File: src/rtl/hog_cell_hist.sv
// 9-bin HOG cell histogram: accumulates CELL_PIX (code, magnitude) pairs, then drains from a shadow.
// Optional `HOG_CELL_HIST_SUM_EN appends a tenth beat carrying the saturated sum of all bins.
module hog_cell_hist #(
    parameter int unsigned MAG_W    = 8,
    parameter int unsigned CELL_PIX = 64,
    parameter int unsigned CNT_W    = 6,
    parameter int unsigned N_BINS   = 9,
    parameter int unsigned BIN_W    = MAG_W + CNT_W
) (
    input  logic             clk,
    input  logic             rst,
    input  logic             i_valid,
    output logic             i_ready,
    input  logic [3:0]       i_code,
    input  logic [MAG_W-1:0] i_mag,
    output logic             o_valid,
    input  logic             o_ready,
    output logic [BIN_W-1:0] o_bin,
    output logic [3:0]       o_idx,
    output logic             o_last,
    output logic             o_err
);

    localparam logic [CNT_W-1:0] CntLast = CNT_W'(CELL_PIX - 1);
`ifdef HOG_CELL_HIST_SUM_EN
    localparam logic [3:0] IdxLast = 4'(N_BINS);
`else
    localparam logic [3:0] IdxLast = 4'(N_BINS - 1);
`endif

    typedef enum logic [0:0] {StIdle, StSend} state_e;

    state_e           state_q, state_d;
    logic [BIN_W-1:0] acc_q    [N_BINS];
    logic [BIN_W-1:0] acc_d    [N_BINS];
    logic [BIN_W-1:0] shadow_q [N_BINS];
    logic [BIN_W-1:0] shadow_d [N_BINS];
    logic [CNT_W-1:0] pix_cnt_q, pix_cnt_d;
    logic [3:0]       idx_q, idx_d;
    logic             err_q, err_d;

    logic             shadow_busy;
    logic             accept;
    logic             code_ok;
    logic             cell_done;
    logic             beat_fire;
    logic [BIN_W-1:0] mag_ext;

    assign shadow_busy = (state_q == StSend);
    // Stall only the completing pixel, and only while the previous cell still owns the shadow.
    assign i_ready     = !rst && !(pix_cnt_q == CntLast && shadow_busy);
    assign accept      = i_valid && i_ready;
    assign code_ok     = (i_code < 4'(N_BINS));
    assign cell_done   = accept && (pix_cnt_q == CntLast);
    assign beat_fire   = o_valid && o_ready;
    assign mag_ext     = BIN_W'(i_mag);
    assign o_err       = err_q;

    always_comb begin
        state_d   = state_q;
        acc_d     = acc_q;
        shadow_d  = shadow_q;
        pix_cnt_d = pix_cnt_q;
        idx_d     = idx_q;
        err_d     = err_q;

        if (accept) begin
            pix_cnt_d = pix_cnt_q + 1'b1;
            if (!code_ok) begin
                err_d = 1'b1;
            end
            for (int k = 0; k < int'(N_BINS); k++) begin
                if (code_ok && i_code == 4'(k)) begin
                    acc_d[k] = acc_q[k] + mag_ext;
                end
            end
        end

        if (beat_fire) begin
            idx_d = idx_q + 4'd1;
            if (idx_q == IdxLast) begin
                state_d = StIdle;
            end
        end

        // Completion is blocked while draining, so this never overlaps a beat handshake.
        if (cell_done) begin
            shadow_d  = acc_d;
            pix_cnt_d = '0;
            idx_d     = '0;
            state_d   = StSend;
            for (int k = 0; k < int'(N_BINS); k++) begin
                acc_d[k] = '0;
            end
        end
    end

    always_ff @(posedge clk) begin
        if (rst) begin
            state_q   <= StIdle;
            pix_cnt_q <= '0;
            idx_q     <= '0;
            err_q     <= 1'b0;
            for (int k = 0; k < int'(N_BINS); k++) begin
                acc_q[k]    <= '0;
                shadow_q[k] <= '0;
            end
        end else begin
            state_q   <= state_d;
            pix_cnt_q <= pix_cnt_d;
            idx_q     <= idx_d;
            err_q     <= err_d;
            for (int k = 0; k < int'(N_BINS); k++) begin
                acc_q[k]    <= acc_d[k];
                shadow_q[k] <= shadow_d[k];
            end
        end
    end

`ifdef HOG_CELL_HIST_SUM_EN
    logic [BIN_W+3:0] sum_all;
    logic [BIN_W-1:0] sum_sat;

    always_comb begin
        sum_all = '0;
        for (int k = 0; k < int'(N_BINS); k++) begin
            sum_all = sum_all + (BIN_W+4)'(shadow_q[k]);
        end
        sum_sat = (|sum_all[BIN_W+3:BIN_W]) ? {BIN_W{1'b1}} : sum_all[BIN_W-1:0];
    end
`endif

    always_comb begin
        o_valid = !rst && shadow_busy;
        o_idx   = '0;
        o_last  = 1'b0;
        o_bin   = '0;
        if (o_valid) begin
            o_idx  = idx_q;
            o_last = (idx_q == IdxLast);
            for (int k = 0; k < int'(N_BINS); k++) begin
                if (idx_q == 4'(k)) begin
                    o_bin = shadow_q[k];
                end
            end
`ifdef HOG_CELL_HIST_SUM_EN
            if (idx_q == 4'(N_BINS)) begin
                o_bin = sum_sat;
            end
`endif
        end
    end

endmodule

File: config.mk
export PLATFORM = sky130hd
export DESIGN_NAME = hog_cell_hist
export DESIGN_NICKNAME = d
export VERILOG_FILES = /design/src/rtl/hog_cell_hist.sv
export SDC_FILE = /design/constraint.sdc
export NUM_CORES = 1
export LEC_CHECK = 0
export CAP_MARGIN = 20
export CORE_MARGIN = 3
export CORE_UTILIZATION = 55
export CTS_CLUSTER_SIZE = 20
export DETAILED_ROUTE_END_ITERATION = 10
export PLACE_DENSITY = 0.82
export SETUP_SLACK_MARGIN = 0.2
export SKIP_LAST_GASP = 1
export SYNTH_ARGS = -nofsm -noshare
export SYNTH_HDL_FRONTEND = slang
export SYNTH_SLANG_ARGS = --single-unit
File: constraint.sdc
create_clock -name clk -period 5.3 [get_ports clk]
set_clock_uncertainty 0.1 [all_clocks]
set_input_delay 1.06 -clock clk [delete_from_list [all_inputs] [get_ports clk]]
set_output_delay 1.06 -clock clk [all_outputs]
set_load 0.01 [all_outputs]
# After elaboration in Yosys (flattened, before gate mapping)

Cells that the tools add are included.

Flip-flop bits (word level): 264
Input bits: 16
Output and inout bits: 22
Word-level logic and storage cells: 101

Add/subtract/negate cells: 11
$lt $le $gt $ge: 1
Reduce and logical (&&, ||, !) cells: 24
Muxes and demuxes: 25
Bitwise logic cells: 1
Eq/ne operators: 17

Operators by type and width:

| operator              | number |
|---|---|
| $mux W14              | 19 |
| $add A14 B8 Y14       | 9 |
| $mux W126             | 1 |
| $eq A4 B3 Y1 const B  | 8 |
| $eq A4 B2 Y1 const B  | 4 |
| $logic_and A1 B1 Y1   | 15 |
| $eq A4 B1 Y1 const B  | 2 |
| $eq A4 B4 Y1 const B  | 2 |
| $logic_not A4 Y1      | 2 |
| $add A6 B1 Y6 const B | 1 |
| $eq A6 B6 Y1 const B  | 1 |
| $add A4 B1 Y4 const B | 1 |
| $lt A4 B4 Y1 const B  | 1 |
| $mux W1               | 4 |
| $mux W4               | 1 |
| $reduce_and A2 Y1     | 2 |
| $reduce_bool A2 Y1    | 2 |
| $logic_not A1 Y1      | 2 |
| $reduce_or A2 Y1      | 1 |
| $not A1 Y1            | 1 |

# Logic depth before layout (Yosys ltp)

Gate-level depths: netlist (run 1).

Depth in word-level cells: 11
Mapped depth: 9
Gate-level depth less buffers: 9

# Least setup slack after synthesis (run 1)

OpenSTA, ideal clock, no wires.

Path type: input port to output port
Start point: input rst
End point: output o_bin[11]
Data arrival time: 2.102 ns
Data required time: 4.140 ns
Cell stages on the path: 5
Buffers on the path: 2
Setup slack: 2.038 ns
Cell sequence: buf_6 -> nor2b_1 -> clkbuf_1 -> o221ai_1 -> a31oi_1

Word-level cells in the longest chain between the ends: 3

RTL lines:

| what                | line | RTL |
|---|---|---|
| start, declared     | 11   | `input logic rst,` |
| $logic_not A1 Y1    | 134  | `o_valid = !rst && shadow_busy;` |
| $logic_and A1 B1 Y1 | 134  |  |
| $mux W14            | 138  | `if (o_valid) begin` |
| end, declared       | 18   | `output logic [BIN_W-1:0] o_bin,` |

No other way between the ends.

# Worst setup path after layout (run 1)

Start point: register idx_q[0]
End point: output o_bin[0]

Word-level cells in the longest chain between the ends: 11
Elaborated cells on any way between the ends: 19
Those cells by class: eq/ne: 8; mux: 10; reduce/logical: 1

RTL lines:

| what                   | line | RTL |
|---|---|---|
| start, declared        | 39   | `logic [3:0] idx_q, idx_d;` |
| start signal, assigned | 111  | `idx_q <= idx_d;` |
| $logic_not A4 Y1       | 142  | `if (idx_q == 4'(k)) begin` |
| $mux W14 (8 in a row)  | 142  |  |
| $mux W14 *             | 142  |  |
| $mux W14 *             | 138  |  |

Mark *: on every way between the ends. The rest lies on a longest branch, timed or not.

==> metrics.txt, run 1 <==
first-pass GRT wire length=59,600 µm; Net Switching=between 900 and 1000 µW; Worst Setup End Kind=primary output; Mapped Cells=1,622; core area=0.0238 mm²; Hold Crit Class=flop to flop; Global Route Usage Sum=0.277; ys async rst share=0; # rows=56; postcts setup bufs=0; antenna-violating nets left=0; vias per cell=slightly above 6; total iterations of the first detailed-routing run=5; gr busiest metal=met2; EDFF count, synth=0; DR iter-0 viols=around 1,200; root buffer cell=clkbuf_16; # hold bufs at CTS=0; Setup CP Type=flop to primary output; Max transition margin=0.329; starting density of the core=0.569; CTS H-tree depth=1; Max Cap Viol=0; most common cell after layout, fill and taps aside=dfxtp_1; Seq/Total Area, Yosys=0.390; Final min period=just under 5 ns; GRT met3 Usage=0.0481; clk slew on worst S/H paths=about 0.060 ns; CP delay by family, top=simple AND/OR/NAND/NOR gates; Cell variety after synth=67; final period utilization=0.915; RSZ-0062 raised after global routing=false; CP max stage cell=clkdlybuf4s50_1; Hold Worst Slack=about 0.35 ns; synthesized net count=about 1,700; synthesized area=around 0.014 mm²; predominant post-synthesis flop cell=dfxtp_1; number of cells on the worst hold path=2; final setup fails=0; met2 Use GR=0.441; DR WL/cell=roughly 19 µm; status=finished clean; grt met1 use=0.374; PostCTS Resize Cnt=0; dpl ws=between 0.8 and 0.9 ns; Die X=around 160 µm; Area Growth Syn to Fin=12.2%; final wirelength=~37,000 µm; internal power=around 3300 µW; gpl congestion=around 0.94; Sw Ratio=0.229; most frequent cells in the layout=264 x dfxtp_1, 198 x nand2_1, 188 x nor2_1; clock power share=0.489; design area=around 0.015 mm²; Fmax achieved=206 MHz; setup slack after layout=between 0.4 and 0.5 ns; area of the multi-input gates=roughly 0.0078 mm²; register area=0.00529 mm²; yosys warns=0; reg2reg path depth=8; CP Launch Type=flop; leak pwr=roughly 0.0058 µW; critical path depth in cells=7; fillcell total=1,955; I/O Pins=38; total number of vias=~12,000; CP arrival=3.69 ns; actual slew at the worst max-slew pin=~1 ns; grt ovf=0; die area=between 0.02 and 0.03 mm²; pin count of the biggest net entering global routing=approximately 110; Hold Fails Final Rpt=0; number of synthesized register bits=264; placed cell area=approximately 0.014 mm²; PwrDens=roughly 280 mW/mm²; Logic pwr share=0.050; vias in the first global route=around 11,000; CTS tree=done; Clock Latency Late Sink=around 0.55 ns; initial antenna violation count=0; TritonCTS Buffers=28; Final #Nets=about 1,700; Remaining DRCs=0; worst path bufs/invs=2; CP max stage delay=0.58 ns; Antenna Diode Count=0; Peak supply drop=0.000237 V; Die H=~160 µm; setup TNS=0 ns; Longest Clk Path Bufs=3; Slew Limit Fails=0; CP cell instances=inv_1 > ha_1 > and2_1 > nor2_2 > a22oi_1 > a31oi_1 > clkdlybuf4s50_1; Flop pwr share=0.461; share of cells above drive strength 1=0.0565; Clock Sinks=264; Worst Path Required=approximately 4.1 ns; I/O Buffers=37; CP max FO=23; syn_area_per_cell=roughly 8.4 µm²; HPWL Detailed=about 26,000 µm
==> worst paths after layout <==
kind / from / endpoint / slack (ns)
setup reg to reg: pix_cnt_q[0]$_SDFFE_PP0N_ / acc_q[47]$_SDFF_PP0_ / 2.25
hold reg to reg: shadow_q[118]$_SDFFE_PP0P_ / shadow_q[118]$_SDFFE_PP0P_ / 0.35
hold / removal: shadow_q[118]$_SDFFE_PP0P_ / shadow_q[118]$_SDFFE_PP0P_ / 0.35
setup / recovery: idx_q[0]$_SDFFE_PP0P_ / o_bin[0] / 0.45
==> cell type report <==
cell class | count | share of cell area
tap | 319 | 0.0263
clock inverter | 11 | 0.0103
timing repair buffer | 55 | 0.0349
sequential | 264 | 0.348
clock buffer | 41 | 0.0565
inverter | 35 | 0.00864
multi-input combinational | 1240 | 0.516
==> power by group through the flow <==
stage          Combinational, µW  Clock (µW)  Sequential [µW]
2_1_floorplan                137           0             2040
3_3_place_gp                 206           0             2040
3_5_place_dp                 212           0             2040
4_1_cts                      213        2110             1990
5_1_grt                      238        2210             1990
6_report                     218        2120             1990
==> cell families (layout without fill, tap and decap cells) <==
kind of cell / count (synthesis) / count (layout) / synth area share
and+or+nand+nor: 573 / 573 / 0.192
buffers and inverters: 118 / 142 / 0.0334
adders and majority gates: 86 / 86 / 0.0844
AOI/OAI and AO/OA: 459 / 459 / 0.219
muxes: 28 / 28 / 0.0207
DFF: 264 / 264 / 0.390
xor gates and xnor gates: 94 / 94 / 0.0608
==> sequential cells by signal, indices dropped and copies added (netlist names) <==
register     cells
pix_cnt_q        6
idx_q            4
acc_q          126
o_err            1
shadow_q       126
shadow_busy      1
==> worst register-to-register path: cells and delay by family, from the launching register on <==
kind	cells	cell delay [ns]
compound gates	1	0.10
simple gates	4	1.19
flops	1	0.35
buf+inv	2	0.96
fa+ha+maj	1	0.26
==> through the flow <==
step                      power (µW)  utilization  instances
final                           4330        0.638       1965
after global routing            4440        0.638       1965
after CTS                       4320        0.637       1963
after detailed placement        2250        0.594       1911
after global placement          2240        0.594       1910
after floorplan                 2170            -       1622
==> routing by layer <==
metal	share of wire	routed length (µm)
met1	0.43	15900
met3	0.083	3090
met4	0.044	1650
met5	0	0
met2	0.45	16700
==> cell usage after synthesis, types with 12 or more instances <==
master | number | share of area
nor2b_1 | 16 | 0.0074
o21ai_0 | 154 | 0.057
and2_1 | 23 | 0.011
nand3_1 | 38 | 0.014
o21a_1 | 18 | 0.010
nor3_1 | 30 | 0.011
a211oi_1 | 24 | 0.013
a21oi_1 | 74 | 0.027
ha_1 | 77 | 0.071
a21o_1 | 22 | 0.012
nor2_1 | 190 | 0.053
dfxtp_1 | 264 | 0.39
o2111ai_1 | 15 | 0.0097
nand3b_1 | 14 | 0.0078
o211ai_1 | 30 | 0.017
xnor2_1 | 40 | 0.026
clkbuf_1 | 73 | 0.020
mux2i_1 | 28 | 0.021
xor2_1 | 54 | 0.035
nand4_1 | 16 | 0.0074
o31ai_1 | 12 | 0.0066
inv_1 | 34 | 0.0094
nand2_1 | 198 | 0.055
a31oi_1 | 23 | 0.011
Power figures use the tool's default switching activity.
==> inputs of run 2 (changes only) <==
Settings changed: CORE_ASPECT_RATIO set to 0.5, CTS_BUF_LIST set to sky130_fd_sc_hd__clkbuf_8, GPL_ROUTABILITY_DRIVEN set to 0.
==> run 2 against run 1 <==
Against the previous run:
- register-to-register slack gained 0.12 ns
- via count grew 3.0%
- power shrank 7.1%
- die area grew 0.43%
- global-route usage grew 1.7 points
- critical endpoint is now o_bin[6]
- largest cell class unchanged
==> metrics.txt, run 2 (synthesized netlist as in run 1, its figures left out) <==
PostCTS Resize Cnt=0 (unchanged); CP arrival=3.71 ns (was 3.69 ns); DR WL/cell=19.8 µm (was 19.0 µm); leak pwr=0.00578 µW (was 0.00579 µW); postcts setup bufs=0 (unchanged); share of cells above drive strength 1=0.0641 (was 0.0565); Clock Latency Late Sink=0.58 ns (was 0.55 ns); I/O Pins=38 (unchanged); clk slew on worst S/H paths=0.07 ns (was 0.06 ns); CTS H-tree depth=2 (was 1); starting density of the core=0.576 (was 0.569); largest registers=acc_q x126, shadow_q x126, pix_cnt_q x6 (unchanged); CP Launch Type=flop (unchanged); fillcell total=1,933 (was 1,955); TritonCTS Buffers=39 (was 28); CTS tree=done (unchanged); status=finished clean (unchanged); HPWL Detailed=27,700 µm (was 25,800 µm); Die X=228 µm (was 163 µm); Global Route Usage Sum=0.294 (was 0.277); Area Growth Syn to Fin=11.1% (was 12.2%); design area=0.0151 mm² (was 0.0152 mm²); pin count of the biggest net entering global routing=68 (was 113); first-pass GRT wire length=62,400 µm (was 59,600 µm); final period utilization=0.919 (was 0.915); Slew Limit Fails=0 (unchanged); RSZ-0062 raised after global routing=false (unchanged); final setup fails=0 (unchanged); Die H=117 µm (was 163 µm); most frequent cells in the layout=264 x dfxtp_1, 198 x nand2_1, 189 x nor2_1 (was 264 x dfxtp_1, 198 x nand2_1, 188 x nor2_1); setup TNS=0 ns (unchanged); Final min period=4.87 ns (was 4.85 ns); CP max FO=23 (unchanged); Remaining DRCs=0 (unchanged); vias in the first global route=11,923 (was 11,301); Clock Sinks=264 (unchanged); Longest Clk Path Bufs=3 (unchanged); PwrDens=267 mW/mm² (was 285 mW/mm²); area of the multi-input gates=0.00783 mm² (was 0.00784 mm²); # hold bufs at CTS=0 (unchanged); Max transition margin=0.306 (was 0.329); most common cell after layout, fill and taps aside=dfxtp_1 (unchanged); initial antenna violation count=0 (unchanged); actual slew at the worst max-slew pin=1.04 ns (was 1.00 ns); Hold Fails Final Rpt=0 (unchanged); DR iter-0 viols=1,457 (was 1,174); total iterations of the first detailed-routing run=5 (unchanged); I/O Buffers=37 (unchanged); Hold Worst Slack=0.352 ns (about the same); final wirelength=39,500 µm (was 37,400 µm); core area=0.0235 mm² (was 0.0238 mm²); Peak supply drop=0.000176 V (was 0.000237 V); Fmax achieved=205 MHz (was 206 MHz); Hold Crit Class=flop to flop (unchanged); Final #Nets=1,743 (was 1,726); # rows=39 (was 56); Max Cap Viol=0 (unchanged); grt ovf=0 (unchanged); Setup CP Type=flop to primary output (unchanged); Antenna Diode Count=0 (unchanged); die area=0.0267 mm² (was 0.0266 mm²); placed cell area=0.0142 mm² (about the same); Worst Setup End Kind=primary output (unchanged); Worst Path Required=4.14 ns (about the same); root buffer cell=clkbuf_8 (was clkbuf_16); register area=0.00529 mm² (unchanged); vias per cell=6.23 (was 6.14); total number of vias=12,432 (was 12,065); antenna-violating nets left=0 (unchanged)
[run 2: cell types whose count changed in the layout (fill, tap and decap cells not counted), sizes merged]
cell	before	now
clkinvlp	3	1
clkinv	6	7
clkbuf	41	49
inv	34	44
buf	18	24
[run 2: path summary, 6_finish.rpt]
path / cells after the start / slack, ns / to / start
max: 8 / 0.43 / o_bin[6] / idx_q[0]$_SDFFE_PP0P_
min: 2 / 0.35 / shadow_q[118]$_SDFFE_PP0P_ / shadow_q[118]$_SDFFE_PP0P_
max reg2reg: 6 / 2.37 / acc_q[47]$_SDFF_PP0_ / pix_cnt_q[0]$_SDFFE_PP0N_
min reg2reg: 2 / 0.35 / shadow_q[118]$_SDFFE_PP0P_ / shadow_q[118]$_SDFFE_PP0P_
[run 2: per-stage QoR]
stage | power, µW | cells | utilization | worst slack, ns
floorplan | 2170 | 1622 | - | 2.04
global placement | 2240 | 1925 | 0.603 | 1.08
detailed placement | 2250 | 1925 | 0.603 | 1.07
CTS | 4030 | 1994 | 0.639 | 0.473
global route | 4150 | 1997 | 0.640 | 0.264
finish | 4020 | 1997 | 0.640 | 0.431
[run 2: report_power, final]
group          leakage [µW]  total, µW  internal [µW]  switching (µW)
logic               0.00319        222           74.3             148
clock network      0.000471       1800            984             819
registers           0.00213       1990           1990            3.95
[run 2: metal layers]
layer	share of wire	routed length, µm	vias up	global-route usage
met2	0.44	17400	593	0.479
li1	-	-	5818	-
met5	0	0	-	0
met4	0.035	1370	0	0.124
met1	0.42	16500	5919	0.384
met3	0.11	4200	102	0.0653
[run 2: worst max-delay path, cell delays in order (launching register included)]
cell and delay (ns):
dfxtp_1 0.43, inv_1 0.13, ha_1 0.22, buf_4 0.21
and2_1 0.33, nor2_1 0.66, a22oi_1 0.22, a31oi_1 0.34
clkdlybuf4s50_1 0.60
[run 2: cell type report]
class	count	share of cell area
clock inverters	20	0.0113
flip-flops and latches	264	0.351
repair buffers	61	0.0366
multi-input cells	1240	0.520
clock buffers	49	0.0448
well taps	328	0.0273
inverters	35	0.00873
==> inputs of run 3 (changes only) <==
Settings changed: PLACE_DENSITY 0.82 to 0.85, REMOVE_ABC_BUFFERS set to 1.
Clock period 5.3 ns to 4.45 ns, I/O delays scaled along.
==> run 3 against run 2 <==
Against the previous run:
- clock-buffer cell count is 4 lower
- final area is 0.43% higher
- critical endpoint is now o_bin[5]
- worst hold slack worse by 0.0018 ns
- final cell count is 0.45% higher
- flip-flop and latch count stayed put
- first-iteration DRC count is 6.0% lower
- die area stayed put
- via count is 1.0% lower
- core utilization is 0.28 points higher
- combinational power is 23% higher
==> metrics.txt, run 3 (synthesized netlist as in run 1, its figures left out) <==
status=finished clean (unchanged); total iterations of the first detailed-routing run=8 (was 5); leak pwr=0.00582 µW (was 0.00578 µW); Slew Limit Fails=0 (unchanged); CP max FO=14 (was 23); Worst Path Required=3.46 ns (was 4.14 ns); clk slew on worst S/H paths=0.07 ns (about the same); # rows=39 (unchanged); vias per cell=6.13 (was 6.23); worst path bufs/invs=3 (unchanged); Global Route Usage Sum=0.287 (was 0.294); RSZ-0062 raised after global routing=false (unchanged); Fmax achieved=between 200 and 250 MHz; Worst Setup End Kind=primary output (unchanged); Final min period=approximately 4.1 ns; Flop pwr share=0.518 (was 0.496); CP max stage cell=clkdlybuf4s50_1 (was nor2_1); I/O Buffers=37 (unchanged); first-pass GRT wire length=60,700 µm (was 62,400 µm); Antenna Diode Count=0 (unchanged); CTS tree=done (unchanged); Final #Nets=1,754 (was 1,743); Remaining DRCs=0 (unchanged); Hold Crit Class=flop to flop (unchanged); Max Cap Viol=0 (unchanged); starting density of the core=0.576 (unchanged); Clock Sinks=264 (unchanged); Die X=228 µm (unchanged); Sw Ratio=0.249 (was 0.242); HPWL Detailed=27,200 µm (was 27,700 µm); WL met1=17,000 µm (was 16,500 µm); largest registers=acc_q x126, shadow_q x126, pix_cnt_q x6 (unchanged); CP max stage delay=0.56 ns (was 0.66 ns); # hold bufs at CTS=0 (unchanged); Setup CP Type=flop to primary output (unchanged); PostCTS Resize Cnt=1 (was 0); Clock Latency Late Sink=0.55 ns (was 0.58 ns); antenna-violating nets left=0 (unchanged); DR WL/cell=19.4 µm (was 19.8 µm); die area=0.0267 mm² (unchanged); placed cell area=0.0144 mm² (was 0.0142 mm²); final wirelength=38,900 µm (was 39,500 µm); core area=0.0235 mm² (unchanged); Area Growth Syn to Fin=11.6% (was 11.1%); vias in the first global route=11,112 (was 11,923); grt ovf=0 (unchanged); initial antenna violation count=0 (unchanged); DR iter-0 viols=1,370 (was 1,457); Logic pwr share=0.060 (was 0.055); Longest Clk Path Bufs=3 (unchanged); met2 wire length=15,800 µm (was 17,400 µm); CTS H-tree depth=2 (unchanged); Max transition margin=0.286 (was 0.306); CP delay by family, top=compound AO/OA/AOI/OAI gates (was simple AND/OR/NAND/NOR gates); total number of vias=12,303 (was 12,432); pin count of the biggest net entering global routing=73 (was 68); most frequent cells in the layout=264 x dfxtp_1, 198 x nand2_1, 189 x nor2_1 (unchanged); PwrDens=303 mW/mm² (was 267 mW/mm²); design area=0.0151 mm² (about the same); root buffer cell=clkbuf_8 (unchanged); met3 WL=5030 µm (was 4200 µm); I/O Pins=38 (unchanged); most common cell after layout, fill and taps aside=dfxtp_1 (unchanged); Peak supply drop=0.000166 V (was 0.000176 V); postcts setup bufs=0 (unchanged); clock power share=0.423 (was 0.449); internal power=3440 µW (was 3050 µW); actual slew at the worst max-slew pin=1.07 ns (was 1.04 ns); TritonCTS Buffers=38 (was 39); final setup fails=0 (unchanged); CP cell instances=inv_1 > ha_2 > buf_6 > nand3b_1 > a21oi_1 > a21oi_1 > o211ai_1 > o211ai_1 > a31oi_1 > clkdlybuf4s50_1 (was inv_1 > ha_1 > buf_4 > and2_1 > nor2_1 > a22oi_1 > a31oi_1 > clkdlybuf4s50_1); Hold Fails Final Rpt=0 (unchanged); CP Launch Type=flop (unchanged); Net Switching=1140 µW (was 971 µW); final period utilization=0.932; Die H=117 µm (unchanged); share of cells above drive strength 1=0.0709 (was 0.0641); top layer in use=met4 (unchanged); setup TNS=0 ns (unchanged); CP arrival=3.16 ns (was 3.71 ns); total power=4580 µW (was 4020 µW)
## run 3: final cells by class
cell class                 count  area, µm²
inverter                      35        133
fill                        1953       8400
sequential                   264       5290
clock inverter                21        119
tap                          328        410
multi-input combinational   1240       7840
clock buffer                  45        619
timing repair buffer          73        707
## run 3: metal layers
metal | GRT usage | up-vias
li1 | - | 5848
met5 | 0 | -
met1 | 0.399 | 5769
met2 | 0.426 | 591
met4 | 0.0953 | 0
met3 | 0.0907 | 95
## run 3: path summary, 6_finish.rpt
kind,startpoint,endpoint,slack [ns],cells after the start
setup / recovery,idx_q[0]$_SDFFE_PP0P_,o_bin[5],0.30,10
hold / removal,shadow_q[118]$_SDFFE_PP0P_,shadow_q[118]$_SDFFE_PP0P_,0.35,2
setup reg to reg,pix_cnt_q[0]$_SDFFE_PP0N_,shadow_q[107]$_SDFFE_PP0P_,1.77,7
hold reg to reg,shadow_q[118]$_SDFFE_PP0P_,shadow_q[118]$_SDFFE_PP0P_,0.35,2
## run 3: tightest hold or removal path, cell delays in order (launching register included)
cell	delay (ns)
dfxtp_1	0.31
nand2_1	0.05
o21ai_1	0.05
## run 3: through the flow
stage	cells	utilization	setup slack (ns)	hold WS, ns
floorplan	1539	-	-1.11	0.320
CTS	2005	0.642	0.283	0.352
detailed placement	1939	0.610	0.560	0.338
global route	2006	0.643	0.215	0.367
global placement	1939	0.610	0.540	0.335
finish	2006	0.643	0.304	0.350
## run 3: power groups by stage
| stage | logic (µW) | registers (µW) | clock network [µW] |
|---|---|---|---|
| floorplan | 150 | 2430 | 0 |
| global placement | 258 | 2430 | 0 |
| detailed placement | 264 | 2430 | 0 |
| CTS | 267 | 2370 | 1940 |
| global route | 297 | 2370 | 2060 |
| finish | 274 | 2370 | 1940 |
